**src/rtl/pipeline_stall_sequencer.sv**
```systemverilog
// rtl/pipeline_stall_sequencer.sv - stall/flush/halt controller for the 5-stage RV32I pipeline
//
// Purpose: merges load-use, data-memory busy, EX mispredict and ecall halt
// into pipeline-register write enables and flush strobes, and walks the
// halt drain through a RUN -> DRAIN -> HALTED state machine.
//
// Optional feature macro: STALL_SEQ_PERF_CNT_EN
//   defined   : stall_cnt / flush_cnt are saturating performance counters
//   undefined : both ports are tied to 0 and no counter flops exist
//
// Ports:
//   clk, reset          core clock (rising edge), async active-low reset
//   rs1, rs2            ID-stage source registers
//   use_rs1, use_rs2    ID instruction actually reads rs1 / rs2
//   ID_EX_rd            destination register of the instruction in EX
//   ID_EX_mem_read      instruction in EX is a load
//   mem_busy            data memory not ready this cycle
//   mispredict          EX-stage branch/jump resolved against prediction
//   halt_req            ID instruction is ecall with x17==10
//   PCWrite             PC write enable
//   IF_IDWrite          IF/ID write enable
//   ID_EX_Write         ID/EX write enable
//   EX_MEM_Write        EX/MEM and MEM/WB write enable
//   IF_ID_flush         zero IF/ID on the next edge
//   ID_EX_bubble        load a NOP into ID/EX on the next edge
//   is_halted           core halted (registered, sticky until reset)
//   stall_cnt           cycles stalled by load-use or mem_busy
//   flush_cnt           mispredict flush events

module pipeline_stall_sequencer #(
  parameter int unsigned DRAIN_CYCLES = 3,
  parameter int unsigned CNT_W        = 32
) (
  input  logic             clk,
  input  logic             reset,
  input  logic [4:0]       rs1,
  input  logic [4:0]       rs2,
  input  logic             use_rs1,
  input  logic             use_rs2,
  input  logic [4:0]       ID_EX_rd,
  input  logic             ID_EX_mem_read,
  input  logic             mem_busy,
  input  logic             mispredict,
  input  logic             halt_req,
  output logic             PCWrite,
  output logic             IF_IDWrite,
  output logic             ID_EX_Write,
  output logic             EX_MEM_Write,
  output logic             IF_ID_flush,
  output logic             ID_EX_bubble,
  output logic             is_halted,
  output logic [CNT_W-1:0] stall_cnt,
  output logic [CNT_W-1:0] flush_cnt
);

  typedef enum logic [1:0] {
    ST_RUN    = 2'd0,
    ST_DRAIN  = 2'd1,
    ST_HALTED = 2'd2
  } state_t;

  state_t     state_q, state_d;
  logic [3:0] drain_ctr_q, drain_ctr_d;
  logic       is_halted_q, is_halted_d;

  logic       lu;
  logic       stall_ev;
  logic       flush_ev;

  // x0 is hard-wired zero, so a load targeting it never creates a hazard.
  assign lu = ID_EX_mem_read && (ID_EX_rd != 5'd0) &&
              (((rs1 == ID_EX_rd) && use_rs1) || ((rs2 == ID_EX_rd) && use_rs2));

  always_comb begin
    state_d      = state_q;
    drain_ctr_d  = drain_ctr_q;
    PCWrite      = 1'b0;
    IF_IDWrite   = 1'b0;
    ID_EX_Write  = 1'b0;
    EX_MEM_Write = 1'b0;
    IF_ID_flush  = 1'b0;
    ID_EX_bubble = 1'b0;
    stall_ev     = 1'b0;
    flush_ev     = 1'b0;

    case (state_q)
      ST_RUN: begin
        if (mem_busy) begin
          // Full freeze: everything else waits for memory.
          stall_ev = 1'b1;
        end else if (mispredict) begin
          // ID instruction is wrong-path, so its lu/halt is dropped.
          PCWrite      = 1'b1;
          IF_IDWrite   = 1'b1;
          ID_EX_Write  = 1'b1;
          EX_MEM_Write = 1'b1;
          IF_ID_flush  = 1'b1;
          ID_EX_bubble = 1'b1;
          flush_ev     = 1'b1;
        end else if (lu) begin
          ID_EX_Write  = 1'b1;
          EX_MEM_Write = 1'b1;
          ID_EX_bubble = 1'b1;
          stall_ev     = 1'b1;
        end else if (halt_req) begin
          // The ecall itself moves into EX; fetch stops behind it.
          ID_EX_Write  = 1'b1;
          EX_MEM_Write = 1'b1;
          state_d      = ST_DRAIN;
          drain_ctr_d  = 4'(DRAIN_CYCLES);
        end else begin
          PCWrite      = 1'b1;
          IF_IDWrite   = 1'b1;
          ID_EX_Write  = 1'b1;
          EX_MEM_Write = 1'b1;
        end
      end

      ST_DRAIN: begin
        ID_EX_bubble = 1'b1;
        ID_EX_Write  = !mem_busy;
        EX_MEM_Write = !mem_busy;
        if (mem_busy) begin
          stall_ev = 1'b1;
        end else if (drain_ctr_q <= 4'd1) begin
          drain_ctr_d = 4'd0;
          state_d     = ST_HALTED;
        end else begin
          drain_ctr_d = drain_ctr_q - 4'd1;
        end
      end

      ST_HALTED: begin
        state_d = ST_HALTED;
      end

      default: begin
        state_d     = ST_RUN;
        drain_ctr_d = 4'd0;
      end
    endcase

    is_halted_d = (state_d == ST_HALTED);
  end

  always_ff @(posedge clk or negedge reset) begin
    if (!reset) begin
      state_q     <= ST_RUN;
      drain_ctr_q <= 4'd0;
      is_halted_q <= 1'b0;
    end else begin
      state_q     <= state_d;
      drain_ctr_q <= drain_ctr_d;
      is_halted_q <= is_halted_d;
    end
  end

  assign is_halted = is_halted_q;

`ifdef STALL_SEQ_PERF_CNT_EN
  logic [CNT_W-1:0] stall_cnt_q, stall_cnt_d;
  logic [CNT_W-1:0] flush_cnt_q, flush_cnt_d;

  // Both counters stick at all-ones rather than wrapping.
  always_comb begin
    stall_cnt_d = stall_cnt_q;
    flush_cnt_d = flush_cnt_q;
    if (stall_ev && (stall_cnt_q != {CNT_W{1'b1}})) begin
      stall_cnt_d = stall_cnt_q + CNT_W'(1);
    end
    if (flush_ev && (flush_cnt_q != {CNT_W{1'b1}})) begin
      flush_cnt_d = flush_cnt_q + CNT_W'(1);
    end
  end

  always_ff @(posedge clk or negedge reset) begin
    if (!reset) begin
      stall_cnt_q <= '0;
      flush_cnt_q <= '0;
    end else begin
      stall_cnt_q <= stall_cnt_d;
      flush_cnt_q <= flush_cnt_d;
    end
  end

  assign stall_cnt = stall_cnt_q;
  assign flush_cnt = flush_cnt_q;
`else
  logic unused_ev;
  assign unused_ev = stall_ev ^ flush_ev;
  assign stall_cnt = '0;
  assign flush_cnt = '0;
`endif

endmodule

```
**config.mk**
```make
export PLATFORM = sky130hd
export DESIGN_NAME = pipeline_stall_sequencer
export DESIGN_NICKNAME = d
export VERILOG_FILES = /design/src/rtl/pipeline_stall_sequencer.sv
export SDC_FILE = /design/constraint.sdc
export NUM_CORES = 1
export LEC_CHECK = 0
export ABC_AREA = 1
export BUFFER_PORTS_ARGS = -buffer_cell sky130_fd_sc_hd__buf_2
export CORE_UTILIZATION = 40
export DETAILED_ROUTE_END_ITERATION = 7
export GPL_TIMING_DRIVEN = 0
export PLACE_DENSITY_LB_ADDON = 0.05
export SYNTH_ARGS = -nofsm -noshare
export SYNTH_HDL_FRONTEND = slang
export SYNTH_SLANG_ARGS = --single-unit
```
**constraint.sdc**
```tcl
create_clock -name clk -period 1.55 [get_ports clk]
set_clock_uncertainty 0.15 [all_clocks]
set_input_delay 0.155 -clock clk [delete_from_list [all_inputs] [get_ports clk]]
set_output_delay 0.155 -clock clk [all_outputs]
set_load 0.005 [all_outputs]
```
==> results.yml, run 1 <==
grt:
  grt_usage_pct: 16.2
  grt_max_degree: 8
  antenna_found_initial: 0
  grt_pass1_vias: 1092
  overflow: 0
  grt_first_pass_wirelength_microns: 4170
timing:
  fin_crit_sh_pct: 113
  fin_tns_setup_ps: -1180
  max_freq_ghz: 0.569
  timing.final.ws_setup_ps: -207
  finalMaxSlewViolations: 0
  period_needed_ps: 1760
  final-hold-violation-count: 0
  setup_viol_count_final: 10
  rsz0062_at_grt: "true"
layout:
  finalNonFillerCells: 332
  syn2layout_area_growth_pct: 52.2
  design_area_sq_um: 1810
  nFillCells: 272
  antennaDiodeCount: 0
  fin_nets: 327
  drive_gt1_share_pct: 45.5
clock_tree:
  numCtsBuffers: 3
  clockRootBuffer: "clkbuf_4"
  cts_tree: "built"
  clock_latency_ps: 260
  clk_pin_slew_ps: 60
  numClockSinks: 7
  htreeDepth: 1
  cts_buffer_depth: 2
placed_design:
  place_area_sq_um: 1610
  dp.final_hpwl_microns: 1920
  dp_cells: 311
  io_buffer_count: 29
  globalplace.congestion: 0.804
  dp_slack_ps: -47.6
power_and_ir_drop:
  power_w: 0.00151
  ir_drop_v: 0.000736
  p_leak_nw: 1.21
  power_density_nw_per_um2: 834
detailed_routing:
  routed_via_density: 3.71
  dr_wl_met2_microns: 1280
  met1_length_microns: 988
  routed.top_layer: "met4"
  wl_met3_microns: 303
  vias: 1231
  dr.pass1.iters: 4
  wl_per_cell_microns: 7.80
  drc: 0
  drt_iter0_markers: 17
  drt-total-wl_microns: 2590
  ant_nets: 0
floorplanning:
  start_util_pct: 42.8
  rows: 19
  core_region_area_sq_um: 2780
  io_pins: 94
  die-area_sq_um: 3200
  die_w_microns: 56.6
  dieHeight_microns: 56.6
flow_run:
  maxCapViolCount: 0
synthesis:
  synth-warning-count: 0
  yosysMostFrequentCell: "buf_4"
  synth_area_leader_cell: "buf_4"
  syn_area_per_cell_sq_um: 6.34
  synth_common_cells: "buf_4, nand2_1, nor2_1, inv_1"
  ys_seq_area_share_pct: 14.7
  synth-seq-cells: 7
  yosys.cell_types.count: 20
  yosys.area.top_type_share_pct: 41.6
  netlist_instances: 188
  ys_async_sr_fraction_pct: 100
  synth_area_sq_um: 1190
  synth_edf_count: 0
  ys_top_cells_by_area: "buf_4, nand2_1, dfrtp_1"
  synthFlopType: "dfrtp_1"
worst_setup_path:
  reg2reg_depth: 11
  r2r-end: "drain_ctr_q[0]"
  path_class: "reg2out"
  arrival_ps: 1450
  reg2reg_slack_ps: -90
  cp.required_ps: 1240
  cp-end-kind: "primary output"
  timing.rr.start: "state_q[1]"
  critPathLaunch: "state_q[1]"
  endpoint: "ID_EX_Write"
  crit_fanout: 3
  crit_path_start_kind: "flip-flop"
run_status:
  status: "finished, violations left"
  violations: "setup timing"
worst_hold_path:
  min_path_type: "in2reg"
  hp-start: "mem_busy"
==> worst max-delay path, stage by stage (launching register included) <==
cell     delay, ps
dfrtp_1        390
buf_4          150
nor2_4         110
inv_2           50
or2_4          240
nand2_2         60
buf_4           90
buf_2           90
==> layer usage <==
layer	global-route usage, %	up-vias
li1	-	662
met1	16.1	493
met2	30.4	74
met3	6.45	2
met4	5.23	0
met5	0	-
==> placed cells by master, fill, tap and decap left out, types with 3 or more instances in the layout <==
cell type	netlist	layout
buf_4	66	81
buf_2	0	28
nor2_1	16	13
o21ai_1	4	4
nand2_2	1	3
dfrtp_1	7	7
clkbuf_4	0	3
nor2_2	2	4
inv_2	7	9
inv_1	15	13
nand3_1	7	7
conb_1	1	64
nand2_1	47	45
==> flip-flops by register name, indices dropped and copies added, names as in the netlist <==
register     count
drain_ctr_q      4
state_q          2
is_halted        1
==> stage by stage <==
stage / util (%) / hold WS [ps]
final: 65.2 / 91.1
after floorplan: - / -291
after global placement: 57.9 / -153
after CTS: 64.3 / 93.4
after detailed placement: 57.9 / -151
after global routing: 65.2 / 106
==> power by group <==
| group | switching, W | leakage, nW | total [W] | internal, W |
|---|---|---|---|---|
| clock network | 0.0000745 | 0.0150 | 0.000173 | 0.0000987 |
| registers | 0.0000458 | 0.0915 | 0.000285 | 0.000239 |
| logic | 0.000491 | 1.10 | 0.00105 | 0.000562 |
==> final cells by class <==
type | instances | area, sq um | share of cell area (%)
clock buffers | 4 | 26.3 | 1.45
inverters | 22 | 82.6 | 4.55
well taps | 31 | 38.8 | 2.14
multi-input cells | 156 | 709 | 39.1
plain buffers | 66 | 495 | 27.3
flip-flops and latches | 7 | 175 | 9.66
repair buffers | 46 | 285 | 15.7
==> worst min path at each step <==
stage / slack, ps / to / cells after the start
after floorplan: -290 / drain_ctr_q[0] / 0
after global placement: -150 / drain_ctr_q[2] / 1
after detailed placement: -150 / drain_ctr_q[3] / 1
after CTS: 90 / is_halted / 3
after global routing: 110 / state_q[0] / 3
final: 90 / is_halted / 3
==> timing repair <==
action / in CTS / in global routing
resized for setup: 13 / 4
setup endpoints to repair: 10 / 11
pin swaps: 3 / 3
hold endpoints to repair: 7 / 0
buffers inserted: 15 / 3
hold buffers: 1 / 0
==> cell families after synthesis <==
family / Yosys count / synth area share (%)
buffers and inverters: 88 / 48.5
and+or+nand+nor: 79 / 28.8
AOI/OAI and AO/OA: 9 / 4.10
DFF: 7 / 14.7
xor gates and xnor gates: 2 / 1.47
adders and majority gates: 2 / 2.10
other: 1 / 0.315
(Power assumes the default switching activity.)
==> run 2, diff against run 1 <==
--- a/config.mk
+++ b/config.mk
@@ -11,6 +11,7 @@
 export DETAILED_ROUTE_END_ITERATION = 7
 export GPL_TIMING_DRIVEN = 0
 export PLACE_DENSITY_LB_ADDON = 0.05
+export RECOVER_POWER = 25
 export SYNTH_ARGS = -nofsm -noshare
 export SYNTH_HDL_FRONTEND = slang
 export SYNTH_SLANG_ARGS = --single-unit
==> run 2 against run 1 <==
The run still ends with setup timing left; register-to-register slack about the same; die area stayed put; sequential share of layout area hardly changed; clock power is essentially flat; core utilization about the same; maximum frequency is the same; global-route usage is the same; routed wire length about the same; largest cell class unchanged.
==> results.yml, run 2 (same netlist as run 1, synthesis figures left out) <==
run_status:
  status: "finished, violations left"
  violations: "setup timing"
worst_setup_path:
  path_class: "reg2out"
  slowest_delay_ps: 390
  arrival_ps: 1450
  critPathLaunch: "state_q[1]"
  r2r-end: "drain_ctr_q[0]"
  path_delay_family: "simple AND/OR/NAND/NOR gates"
  path_common_cell: "buf_4"
  timing.rr.start: "state_q[1]"
  worst-path-buf-inv: 4
  cp-end-kind: "primary output"
  endpoint: "ID_EX_Write"
  reg2reg_slack_ps: -90
  crit_fanout: 3
  critPathSlowestCell: "dfrtp_1"
  critical_path_cell_count: 7
  crit_chain: "buf_4, nor2_4, inv_2, or2_4, nand2_2, buf_4, buf_2"
  reg2reg_depth: 11
  cp.required_ps: 1240
  crit_path_start_kind: "flip-flop"
grt:
  grt_max_degree: 8
  grt_first_pass_wirelength_microns: 4170
  antenna_found_initial: 0
  overflow: 0
  grt_pass1_vias: 1092
  grt_usage_pct: 16.2
timing:
  rsz0062_at_grt: "true"
  setup_viol_count_final: 10
  period_needed_ps: 1760
  final-hold-violation-count: 0
  max_freq_ghz: 0.569
  finalMaxSlewViolations: 0
  fin_crit_sh_pct: 113
  fin_tns_setup_ps: -1180
  timing.final.ws_setup_ps: -207
power_and_ir_drop:
  p_leak_nw: 1.21
  power_density_nw_per_um2: 834
  ir_drop_v: 0.000736
clock_tree:
  numCtsBuffers: 3
  htreeDepth: 1
  clock_latency_ps: 260
  clockRootBuffer: "clkbuf_4"
  clk_pin_slew_ps: 60
  numClockSinks: 7
  cts_tree: "built"
  cts_buffer_depth: 2
worst_hold_path:
  min_path_type: "in2reg"
floorplanning:
  start_util_pct: 42.8
  dieHeight_microns: 56.6
  die_w_microns: 56.6
  core_region_area_sq_um: 2780
  rows: 19
  io_pins: 94
  die-area_sq_um: 3200
layout:
  antennaDiodeCount: 0
  syn2layout_area_growth_pct: 52.1
  largest_reg_flops: 4
  drive_gt1_share_pct: 45.2
  fin_nets: 327
  design_area_sq_um: 1810
  final_cell_mix: "buf_4, conb_1, nand2_1"
  final_common_cell: "buf_4"
  top_register: "drain_ctr_q"
  nFillCells: 271
detailed_routing:
  drt_iter0_markers: 17
  drc: 0
  ant_nets: 0
  dr.pass1.iters: 4
  wl_per_cell_microns: 7.80
  routed_via_density: 3.71
  vias: 1231
  drt-total-wl_microns: 2590
placed_design:
  globalplace.congestion: 0.804
  io_buffer_count: 29
  place_area_sq_um: 1610
  dp.final_hpwl_microns: 1920
flow_run:
  maxCapViolCount: 0
-- run 2: cell count changes in the layout (fill, tap and decap cells not counted), sizes merged --
cell and change:
clkbuf +1, buf -1
-- run 2: what timing repair did --
| action | 4_1_cts | 5_1_grt |
|---|---|---|
| pin swaps | 3 | 3 |
| gates resized for setup | 13 | 4 |
| setup endpoints to repair | 10 | 11 |
| hold buffers | 1 | 0 |
| gates cloned | 0 | 0 |
| hold endpoints to repair | 7 | 0 |
| setup buffers | 15 | 3 |
-- run 2: report_power, final --
| part | internal, W | leakage, nW | total (W) | switching [W] |
|---|---|---|---|---|
| clock | 0.0000987 | 0.0150 | 0.000173 | 0.0000745 |
| combinational | 0.000562 | 1.10 | 0.00105 | 0.000491 |
| sequential | 0.000239 | 0.0915 | 0.000285 | 0.0000458 |
| total | 0.000900 | 1.21 | 0.00151 | 0.000611 |
-- run 2: worst reg2reg max path, cell delays in order, from the launching register on --
cell and delay, ps:
dfrtp_1 390, buf_4 150, buf_4 130, buf_4 130, inv_2 50, nand2_1 80, nand2_1 90, a21oi_2 50
nand3_4 120, nand2_4 70, nand2_1 60, nand2_1 40
-- run 2: per-stage QoR --
step	total power, W	cells	utilization (%)	hold slack (ps)	worst slack (ps)
final	0.00151	332	65.1	91.3	-207
after detailed placement	0.000978	311	57.9	-151	-47.6
after floorplan	0.000815	251	-	-291	110
after global placement	0.000969	311	57.9	-153	-45.2
after global routing	0.00164	332	65.1	106	-311
after CTS	0.00141	330	64.3	93.4	-207
-- run 2: metal layers --
layer  vias to the layer above  GRT usage, %  part of all wire, %
met4                         0          5.23                 0.62
met2                        74          30.4                   50
li1                        662             -                    -
met3                         2          6.45                   12
met5                         -             0                    0
met1                       493          16.1                   38
-- run 2: final cells by class --
class | instances | area [sq um] | share of cell area, %
clock buffers | 4 | 26.3 | 1.45
repair buffers | 46 | 284 | 15.7
well taps | 31 | 38.8 | 2.14
inverters | 22 | 82.6 | 4.56
multi-input cells | 156 | 709 | 39.2
plain buffers | 66 | 495 | 27.3
flip-flops and latches | 7 | 175 | 9.67
-- run 2: how the worst min path moves through the flow --
stage,slack [ps],to,start,cells after the start
2_1_floorplan,-290,drain_ctr_q[0],reset,0
3_3_place_gp,-150,drain_ctr_q[2],reset,1
3_5_place_dp,-150,drain_ctr_q[3],reset,1
4_1_cts,90,is_halted,mem_busy,3
5_1_grt,110,state_q[0],halt_req,3
6_report,90,is_halted,mem_busy,3
==> run 3, diff against run 2 <==
==> constraint.sdc (replaced) <==
create_clock -name clk -period 1.55 [get_ports clk]
set_clock_uncertainty 0.15 [all_clocks]
set_input_delay 0.31 -clock clk [delete_from_list [all_inputs] [get_ports clk]]
set_output_delay 0.31 -clock clk [all_outputs]
set_load 0.005 [all_outputs]
==> run 3 against run 2 <==
Sequential power rose by 1%; cell count fell by 1.8%; combinational power fell by 14%; sequential share of layout area rose by 0.26 points; via count fell by 5.4%; register-to-register slack improved by 190 ps; critical path depth did not move; first-iteration DRC count rose by 41%; the flow still finishes with violations (setup timing).
==> results.yml, run 3 (same netlist as run 1, synthesis figures left out) <==
run_status:
  status: "finished, violations left"
  violations: "setup timing"
worst_setup_path:
  r2r-end: "is_halted"
  reg2reg_depth: 6
  crit_path_start_kind: "flip-flop"
  endpoint: "ID_EX_Write"
  arrival_ps: 1490
  cp-end-kind: "primary output"
  cp.required_ps: 1090
  path_class: "reg2out"
  timing.rr.start: "state_q[1]"
  reg2reg_slack_ps: 100
  crit_fanout: 3
  critPathLaunch: "state_q[1]"
layout:
  top_register: "drain_ctr_q"
  antennaDiodeCount: 0
  largest_reg_flops: 4
  drive_gt1_share_pct: 44.1
  utilization_pct: 63.9
  fin_nets: 321
  syn2layout_area_growth_pct: 49.2
  final_cell_mix: "buf_4, conb_1, nand2_1"
  final_common_cell: "buf_4"
power_and_ir_drop:
  clockPowerShare_pct: 12.2
  power_density_nw_per_um2: 764
  ir_drop_v: 0.000805
  pwr-share-comb_pct: 66.5
  power_w: 0.00136
  intPower_w: 0.000811
  p_sw_share_pct: 40.2
  p_seq_share_pct: 21.3
  p_switching_w: 0.000546
  p_leak_nw: 1.18
placed_design:
  globalplace.congestion: 0.788
  io_buffer_count: 29
  dp_slack_ps: -195
  dp.final_hpwl_microns: 1910
worst_hold_path:
  min_path_type: "in2reg"
flow_run:
  maxCapViolCount: 0
floorplanning:
  core_region_area_sq_um: 2780
  start_util_pct: 42.8
  die-area_sq_um: 3200
  rows: 19
  io_pins: 94
  die_w_microns: 56.6
  dieHeight_microns: 56.6
clock_tree:
  numClockSinks: 7
  clockRootBuffer: "clkbuf_4"
  cts_buffer_depth: 2
  clock_latency_ps: 250
  htreeDepth: 1
  numCtsBuffers: 3
  cts_tree: "built"
  clk_pin_slew_ps: 50
timing:
  timing.final.ws_setup_ps: -402
  period_needed_ps: 1950
  finalMaxSlewViolations: 0
  rsz0062_at_grt: "true"
  fin_tns_setup_ps: -1810
  max_freq_ghz: 0.512
  final-hold-violation-count: 0
  setup_viol_count_final: 6
  fin_crit_sh_pct: 126
detailed_routing:
  wl_per_cell_microns: 6.95
  drt_iter0_markers: 24
  ant_nets: 0
  drc: 0
  dr.pass1.iters: 4
  vias: 1164
  drt-total-wl_microns: 2270
  routed_via_density: 3.57
grt:
  grt_pass1_vias: 921
  grt_usage_pct: 13.9
  grt_first_pass_wirelength_microns: 3580
  overflow: 0
  grt_max_degree: 8
  antenna_found_initial: 0
==> run 3: power by group through the flow <==
stage	logic, W	registers [W]	clock network (W)
final	0.000902	0.000289	0.000165
after global routing	0.00102	0.000294	0.000194
after CTS	0.000787	0.000290	0.000174
after detailed placement	0.000688	0.000295	0
after global placement	0.000682	0.000292	0
after floorplan	0.000535	0.000285	0
==> run 3: stage by stage <==
| step | instance area, sq um | hold slack (ps) | std cells |
|---|---|---|---|
| CTS | 1700 | 239 | 321 |
| global route | 1780 | 245 | 326 |
| floorplan | 1430 | -136 | 251 |
| global placement | 1620 | 2.30 | 311 |
| finish | 1780 | 245 | 326 |
| detailed placement | 1620 | 3.06 | 311 |
==> run 3: routing by layer <==
metal	global-route usage (%)	vias to the layer above	wire length (microns)
li1	-	654	-
met1	15.5	440	889
met2	25.0	70	1070
met3	5.76	0	306
met4	2.09	0	0
met5	0	-	0
==> run 3: critical path, stage by stage, from the launching register on <==
cell     delay, ps
dfrtp_2        420
buf_4          150
nor2_4         100
inv_1           60
or2_4          250
nand2_2         70
buf_4          110
buf_6           80
==> run 3: timing repair <==
item | 4_1_cts | 5_1_grt
resized for setup | 6 | 9
buffers inserted | 5 | 5
hold buffers | 1 | 0
pin swaps | 2 | 5
hold endpoints to repair | 7 | 0
setup endpoints to repair | 8 | 11
==> run 3: area by class of cell <==
type,count,area (sq um)
Buffer,66,495
Clock buffer,4,26.3
Fill cell,287,1000
Inverter,22,82.6
Multi-Input combinational cell,156,709
Sequential cell,7,176
Tap cell,31,38.8
Timing Repair Buffer,40,248
==> run 3: worst min-delay path by stage <==
stage,from,to,slack (ps),cells after the start
CTS,halt_req,state_q[0],240,3
global placement,reset,is_halted,2,1
floorplan,reset,drain_ctr_q[0],-140,0
finish,halt_req,state_q[0],250,3
detailed placement,reset,is_halted,3,1
global route,halt_req,state_q[0],250,3
